**src/rtl/mc_ctrl_pkg.sv**
```systemverilog
// Shared encodings for the multicycle control sequencer: state codes, opcode/funct
// constants, ALU operation codes and datapath mux select encodings.
package mc_ctrl_pkg;

    // Sequencer states; the numeric codes are visible on the debug State port.
    typedef enum logic [5:0] {
        StIf  = 6'd0,
        StId  = 6'd1,
        StExr = 6'd2,
        StExi = 6'd3,
        StAdr = 6'd4,
        StLd  = 6'd5,
        StSt  = 6'd6,
        StWbr = 6'd7,
        StWbi = 6'd8,
        StWbl = 6'd9,
        StBr  = 6'd10,
        StJ   = 6'd11
    } state_e;

    // Supported opcodes (instruction[31:26]).
    localparam logic [5:0] OpRtype = 6'b000000;
    localparam logic [5:0] OpAddi  = 6'b001000;
    localparam logic [5:0] OpLw    = 6'b100011;
    localparam logic [5:0] OpSw    = 6'b101011;
    localparam logic [5:0] OpBeq   = 6'b000100;
    localparam logic [5:0] OpJ     = 6'b000010;

    // Supported R-type funct codes (instruction[5:0]).
    localparam logic [5:0] FnAdd = 6'b100000;
    localparam logic [5:0] FnSub = 6'b100010;
    localparam logic [5:0] FnAnd = 6'b100100;
    localparam logic [5:0] FnOr  = 6'b100101;
    localparam logic [5:0] FnSlt = 6'b101010;

    // ALU operation codes.
    localparam logic [2:0] AluAdd = 3'b000;
    localparam logic [2:0] AluSub = 3'b001;
    localparam logic [2:0] AluAnd = 3'b010;
    localparam logic [2:0] AluOr  = 3'b011;
    localparam logic [2:0] AluSlt = 3'b100;

    // ALU B-operand select.
    localparam logic [1:0] SrcBReg    = 2'b00;
    localparam logic [1:0] SrcBFour   = 2'b01;
    localparam logic [1:0] SrcBImm    = 2'b10;
    localparam logic [1:0] SrcBImmSh2 = 2'b11;

    // PC source select.
    localparam logic [1:0] PcSrcAlu    = 2'b00;
    localparam logic [1:0] PcSrcAluOut = 2'b01;
    localparam logic [1:0] PcSrcJump   = 2'b10;

    // Loads and stores share the address-calculation state.
    function automatic logic is_mem_op(logic [5:0] op);
        return (op == OpLw) || (op == OpSw);
    endfunction

endpackage

```
**src/rtl/mc_alu_dec.sv**
```systemverilog
// R-type funct decoder: maps funct to an ALU operation and flags unsupported codes.
module mc_alu_dec
    import mc_ctrl_pkg::*;
(
    input  logic [5:0] func,
    output logic [2:0] alu_op,
    output logic       illegal
);

    // Unsupported funct leaves the ALU on add; the sequencer discards the result.
    always_comb begin
        alu_op  = AluAdd;
        illegal = 1'b0;
        case (func)
            FnAdd:   alu_op = AluAdd;
            FnSub:   alu_op = AluSub;
            FnAnd:   alu_op = AluAnd;
            FnOr:    alu_op = AluOr;
            FnSlt:   alu_op = AluSlt;
            default: illegal = 1'b1;
        endcase
    end

endmodule

```
**src/rtl/mc_dffe6.sv**
```systemverilog
// Enabled register with asynchronous active-low clear; the 6-bit cell that holds
// the sequencer state.
module mc_dffe6 #(
    parameter int unsigned WIDTH = 6
) (
    input  logic             clk,
    input  logic             clrn,
    input  logic             en,
    input  logic [WIDTH-1:0] d,
    output logic [WIDTH-1:0] q
);

    // Clear forces zero immediately; otherwise load d when enabled.
    always_ff @(posedge clk or negedge clrn) begin
        if (!clrn) begin
            q <= '0;
        end else if (en) begin
            q <= d;
        end
    end

endmodule

```
**src/rtl/mc_ctrl_fsm.sv**
```systemverilog
// Multicycle CPU control sequencer. Walks fetch/decode/execute/memory/write-back,
// drives datapath enables and selects, and stalls on the memory-ready handshake.
// The state register is the only storage; all outputs decode from State plus
// MemReady/Zero where an output depends on them.
module mc_ctrl_fsm
    import mc_ctrl_pkg::*;
#(
    parameter int unsigned STATE_W = 6,
    parameter int unsigned ALUOP_W = 3
) (
    input  logic               Clk,
    input  logic               Clrn,
    input  logic [5:0]         Op,
    input  logic [5:0]         Func,
    input  logic               Zero,
    input  logic               MemReady,
    output logic               PCWrite,
    output logic               IRWrite,
    output logic               RegWrite,
    output logic               MemRead,
    output logic               MemWrite,
    output logic               IorD,
    output logic               RegDst,
    output logic               MemToReg,
    output logic               ALUSrcA,
    output logic [1:0]         ALUSrcB,
    output logic [1:0]         PCSource,
    output logic [ALUOP_W-1:0] ALUOp,
    output logic               Illegal,
    output logic [STATE_W-1:0] State
);

    logic [STATE_W-1:0] state_q;
    state_e             state_cur;
    state_e             state_d;
    logic [2:0]         fn_alu_op;
    logic               fn_illegal;
    logic               op_legal;
    logic               fetch_ready;

    mc_alu_dec u_alu_dec (
        .func    (Func),
        .alu_op  (fn_alu_op),
        .illegal (fn_illegal)
    );

    mc_dffe6 #(
        .WIDTH (STATE_W)
    ) u_state_reg (
        .clk  (Clk),
        .clrn (Clrn),
        .en   (1'b1),
        .d    (STATE_W'(state_d)),
        .q    (state_q)
    );

    assign state_cur = state_e'(state_q);
    assign State     = state_q;

    // Held in reset the fetch decode must see MemReady as low so nothing is loaded.
    assign fetch_ready = MemReady & Clrn;

    // Opcodes the decode state can dispatch.
    always_comb begin
        op_legal = 1'b0;
        case (Op)
            OpRtype, OpAddi, OpLw, OpSw, OpBeq, OpJ: op_legal = 1'b1;
            default:                                 op_legal = 1'b0;
        endcase
    end

    // Next-state selection; unused codes fall back to fetch.
    always_comb begin
        state_d = StIf;
        case (state_cur)
            StIf: state_d = MemReady ? StId : StIf;
            StId: begin
                case (Op)
                    OpRtype:    state_d = StExr;
                    OpAddi:     state_d = StExi;
                    OpLw, OpSw: state_d = StAdr;
                    OpBeq:      state_d = StBr;
                    OpJ:        state_d = StJ;
                    default:    state_d = StIf;
                endcase
            end
            StExr: state_d = fn_illegal ? StIf : StWbr;
            StExi: state_d = StWbi;
            StAdr: begin
                if (Op == OpLw) begin
                    state_d = StLd;
                end else if (Op == OpSw) begin
                    state_d = StSt;
                end else begin
                    state_d = StIf;
                end
            end
            StLd:  state_d = MemReady ? StWbl : StLd;
            StSt:  state_d = MemReady ? StIf : StSt;
            StWbr, StWbi, StWbl, StBr, StJ: state_d = StIf;
            default: state_d = StIf;
        endcase
    end

    // Output decode; each state overrides only the controls it owns.
    always_comb begin
        PCWrite  = 1'b0;
        IRWrite  = 1'b0;
        RegWrite = 1'b0;
        MemRead  = 1'b0;
        MemWrite = 1'b0;
        IorD     = 1'b0;
        RegDst   = 1'b0;
        MemToReg = 1'b0;
        ALUSrcA  = 1'b0;
        ALUSrcB  = SrcBReg;
        PCSource = PcSrcAlu;
        ALUOp    = ALUOP_W'(AluAdd);
        Illegal  = 1'b0;
        case (state_cur)
            StIf: begin
                // PC+4 computed every fetch cycle, committed only when memory answers.
                MemRead = 1'b1;
                ALUSrcB = SrcBFour;
                IRWrite = fetch_ready;
                PCWrite = fetch_ready;
            end
            StId: begin
                // Precompute the branch target into ALUOut.
                ALUSrcB = SrcBImmSh2;
                Illegal = ~op_legal;
            end
            StExr: begin
                ALUSrcA = 1'b1;
                ALUSrcB = SrcBReg;
                ALUOp   = ALUOP_W'(fn_alu_op);
                Illegal = fn_illegal;
            end
            StExi, StAdr: begin
                ALUSrcA = 1'b1;
                ALUSrcB = SrcBImm;
            end
            StLd: begin
                MemRead = 1'b1;
                IorD    = 1'b1;
            end
            StSt: begin
                // Held through stalls; the state leaves on the single completing cycle.
                MemWrite = 1'b1;
                IorD     = 1'b1;
            end
            StWbr: begin
                RegWrite = 1'b1;
                RegDst   = 1'b1;
            end
            StWbi: begin
                RegWrite = 1'b1;
            end
            StWbl: begin
                RegWrite = 1'b1;
                MemToReg = 1'b1;
            end
            StBr: begin
                ALUSrcA  = 1'b1;
                ALUSrcB  = SrcBReg;
                ALUOp    = ALUOP_W'(AluSub);
                PCSource = PcSrcAluOut;
                PCWrite  = Zero;
            end
            StJ: begin
                PCSource = PcSrcJump;
                PCWrite  = 1'b1;
            end
            default: begin
                // Unused codes drive nothing and return to fetch.
            end
        endcase
    end

endmodule

```
**config.mk**
```make
export PLATFORM = sky130hd
export DESIGN_NAME = mc_ctrl_fsm
export DESIGN_NICKNAME = d
export VERILOG_FILES = /design/src/rtl/mc_ctrl_pkg.sv /design/src/rtl/mc_alu_dec.sv /design/src/rtl/mc_dffe6.sv /design/src/rtl/mc_ctrl_fsm.sv
export SDC_FILE = /design/constraint.sdc
export NUM_CORES = 1
export LEC_CHECK = 0
export BUFFER_PORTS_ARGS = -buffer_cell sky130_fd_sc_hd__buf_2
export CELL_PAD_IN_SITES_DETAIL_PLACEMENT = 0
export CELL_PAD_IN_SITES_GLOBAL_PLACEMENT = 2
export CORE_ASPECT_RATIO = 0.75
export CORE_UTILIZATION = 21
export CTS_CLUSTER_DIAMETER = 60
export DETAILED_ROUTE_END_ITERATION = 6
export PLACE_DENSITY = 0.83
export RECOVER_POWER = 50
export SLEW_MARGIN = 40
export SYNTH_ARGS = -nofsm -noshare
export SYNTH_HDL_FRONTEND = slang
export SYNTH_SLANG_ARGS = --single-unit
```
**constraint.sdc**
```tcl
create_clock -name Clk -period 2.5 [get_ports Clk]
set_input_delay 0.625 -clock Clk [delete_from_list [all_inputs] [get_ports Clk]]
set_output_delay 0.625 -clock Clk [all_outputs]
set_load 0.005 [all_outputs]
```
==> impl_results.md <==
* Max Freq at 436.9 MHz
* Pre-Repair DR Iteration Count at 4
* Top sig layer: met3
* Result of the run: complete, no violations
* Routed wl met2 at 792 um
* Number of nets in the layout at 145
* Depth of the worst register-to-register path at 5
* Number of max-cap violations at 0
* Sequential cell area at 100.1 um2
* Total routing usage reported by global routing at 11.97%
* Power Total at 0.2963 mW
* Number of placement rows at 16
* First-pass GRT wire length at 2911 um
* Required @ worst endpoint at 1.88 ns
* FILL cells at 309
* Via Count at 755
* Setup_tns at 0 ns
* Endpoints failing hold at 0
* Root cell of the clock tree: sky130_fd_sc_hd__clkbuf_8
* Via-to-Cell Ratio at 4.632
* Leading cell type in the layout, fill and taps excluded: sky130_fd_sc_hd__buf_2
* Worst skew pair latency at 0.22 ns
* Antenna violations before repair at 0
* GRT overflow at 0
* Layout Skew at 0.003349 ns
* Number of sinks on the clock net at 4
* Worst Setup Path Type: in -> out
* Total wirelength of the detailed-routed design at 1827 um
* Final Setup Violations at 0
* Critical path startpoint category: input port
* Synthesized instance count at 89
* Total clock buffers created by CTS at 3
* Non-filler cells in the finished layout at 163
* Registers with the most flip-flops: u_state_reg.q: 4 flops
* Length of routed met3 wiring at 131 um
* Maximum buffer depth of the clock tree at 2
* Avg Inst Size Synth at 6.903 um2
* Initial core utilization at 22.90%
* Total setup buffers inserted after CTS at 0
* Diode count at 0
* Total routed wire length on the met1 layer at 902 um
* Setup repair after global routing missed its margin: no
* Final period util at 91.56%
* Worst Path Max Fanout at 4
* RePlAce Congestion at 0.7354
* DR WL/cell at 11.21 um
* Synthesis-stage register bit count at 4
* Maximum number of pins on one net before global-route repair at 12
* Die area at 3148 um2
* Via count of the first global-routing pass at 641
* Die width at 64.46 um
* CTS H-tree lvls at 1
* Total area of multi-input combinational cells at 446.7 um2
* Min cycle time layout at 2.289 ns
* Summed instance area of the synthesized netlist at 614.3 um2
* Layout overhead on the synthesized area at 40.12%
* Worst hold slack across all endpoints at 0.2434 ns
* Core Footprint at 2683 um2
* Share of cells above drive strength 1 at 33.86%
* Part of the Yosys area used for sequential elements at 16.29%
* Clock-pin transition on the worst setup and hold timing paths at 0.03 ns
* Top-level port count at 39
* Capturing element type of the critical path: output port
* Count of unique library cells instantiated by Yosys at 34
* Post-DP HPWL at 1481 um
* Top register by number of flip-flops: u_state_reg.q
* Core occupancy in the finished layout at 32.09%
* Leading cell types in the layout, fill and taps excluded: sky130_fd_sc_hd__buf_2 (32), sky130_fd_sc_hd__nor2_1 (15), sky130_fd_sc_hd__nand2b_1 (7)
* Remaining number of nets flagged by the antenna check after routing at 0
* Power density cells at 344.2 nW/um2
* Lkg Pwr at 0.3990 nW
* Type of the tightest min-delay check: in -> async
* Flip-flop count of the largest register, all copies and words added at 4
* Number of gates resized after CTS at 0
* Warning count from the yosys run at 0
* Number of design rule violations left after detail routing at 0
* Placed Instances at 160
* Arrival time at the worst endpoint at 1.66 ns
* CTS tree: yes
* Max-slew violation count at 0
* Number of DRC markers after the initial detailed-route iteration at 15
* Number of buffers inserted by port buffering at 36
* Count of hold buffers inserted by post-cts repair at 0
* Peak ir drop on the vdd network at 0.0002001 V
* Die Y at 48.84 um
==> worst max-delay path, cell delays in order <==
cell                       delay, ns
sky130_fd_sc_hd__clkbuf_1       0.11
sky130_fd_sc_hd__or2_0          0.23
sky130_fd_sc_hd__a221oi_1       0.33
sky130_fd_sc_hd__o32a_1         0.21
sky130_fd_sc_hd__nor2_1         0.04
sky130_fd_sc_hd__buf_2          0.11
==> metal layers <==
layer / vias up / global-route usage [%]
met1: 340 / 16.15
met2: 26 / 17.54
li1: 389 / -
met5: - / 0
met4: 0 / 2.222
met3: 0 / 5.374
==> power by group <==
part	switching, mW	internal [mW]	total (mW)
Combinational	0.0490	0.0401	0.0891
Sequential	0.00445	0.0679	0.0724
Clock	0.0322	0.103	0.135
Total	0.0857	0.211	0.296
==> layout make-up <==
cell class | instances | area share (%)
multi-input cells | 74 | 51.89
clock buffers | 3 | 4.797
inverters | 4 | 1.744
well taps | 36 | 5.233
repair buffers | 42 | 24.71
flip-flops and latches | 4 | 11.63
==> worst paths after layout <==
check	startpoint	end	slack (ns)
setup / recovery	Func[1]	Illegal	0.21
max in group asynchronous	Clrn	u_state_reg.q[3]	2.05
setup reg to reg	u_state_reg.q[3]	u_state_reg.q[0]	0.87
hold / removal	Clrn	u_state_reg.q[0]	0.24
min in group Clk	u_state_reg.q[3]	u_state_reg.q[1]	0.73
hold reg to reg	u_state_reg.q[3]	u_state_reg.q[1]	0.73
==> logic make-up (layout without fill, tap and decap cells) <==
kind of cell	Yosys count	after routing	share of synthesized area, %
buf+inv	12	49	11.61
other cells	1	2	0.6104
compound gates	18	18	19.55
simple gates	48	48	42.77
fa+ha+maj	1	1	1.629
flops	4	4	16.29
mux	2	2	3.259
xor+xnor	3	3	4.278
==> cell usage after synthesis <==
library cell,count,area (um2)
sky130_fd_sc_hd__xor2_1,1,8.760
sky130_fd_sc_hd__nand3_1,2,10.01
sky130_fd_sc_hd__a221oi_1,1,8.760
sky130_fd_sc_hd__nand3b_1,1,7.510
sky130_fd_sc_hd__inv_1,4,15.01
sky130_fd_sc_hd__nor3_2,1,10.01
sky130_fd_sc_hd__nor4_1,2,12.51
sky130_fd_sc_hd__or3_4,1,11.26
sky130_fd_sc_hd__nor3_1,6,30.03
sky130_fd_sc_hd__buf_4,3,22.52
sky130_fd_sc_hd__mux2i_1,2,20.02
sky130_fd_sc_hd__o22ai_1,1,6.260
sky130_fd_sc_hd__o311ai_0,2,17.52
sky130_fd_sc_hd__o32a_1,1,10.01
sky130_fd_sc_hd__a211o_1,1,8.760
sky130_fd_sc_hd__or3_1,2,12.51
sky130_fd_sc_hd__nand2_1,5,18.77
sky130_fd_sc_hd__or2_1,1,6.260
sky130_fd_sc_hd__buf_6,2,22.52
sky130_fd_sc_hd__maj3_1,1,10.01
sky130_fd_sc_hd__a22oi_1,1,7.510
sky130_fd_sc_hd__a21oi_1,6,30.03
sky130_fd_sc_hd__o31ai_1,1,7.510
sky130_fd_sc_hd__o21ai_0,3,15.01
sky130_fd_sc_hd__o32ai_1,1,8.760
sky130_fd_sc_hd__nor2_1,15,56.30
sky130_fd_sc_hd__dfrtp_1,4,100.1
sky130_fd_sc_hd__nor4_2,2,25.02
sky130_fd_sc_hd__clkbuf_1,3,11.26
sky130_fd_sc_hd__or2_0,1,6.260
sky130_fd_sc_hd__xnor2_1,2,17.52
sky130_fd_sc_hd__nand2b_1,7,43.79
sky130_fd_sc_hd__nor2b_1,2,12.51
sky130_fd_sc_hd__conb_1,1,3.750
==> metrics by stage <==
| step | cell area [um2] | setup WS (ns) |
|---|---|---|
| 2_1_floorplan | 618.1 | 0.4454 |
| 3_3_place_gp | 832.0 | 0.2130 |
| 3_5_place_dp | 832.0 | 0.1990 |
| 4_1_cts | 873.3 | 0.1956 |
| 5_1_grt | 860.8 | 0.07936 |
| 6_report | 860.8 | 0.2109 |
Power figures use the tool's default switching activity.
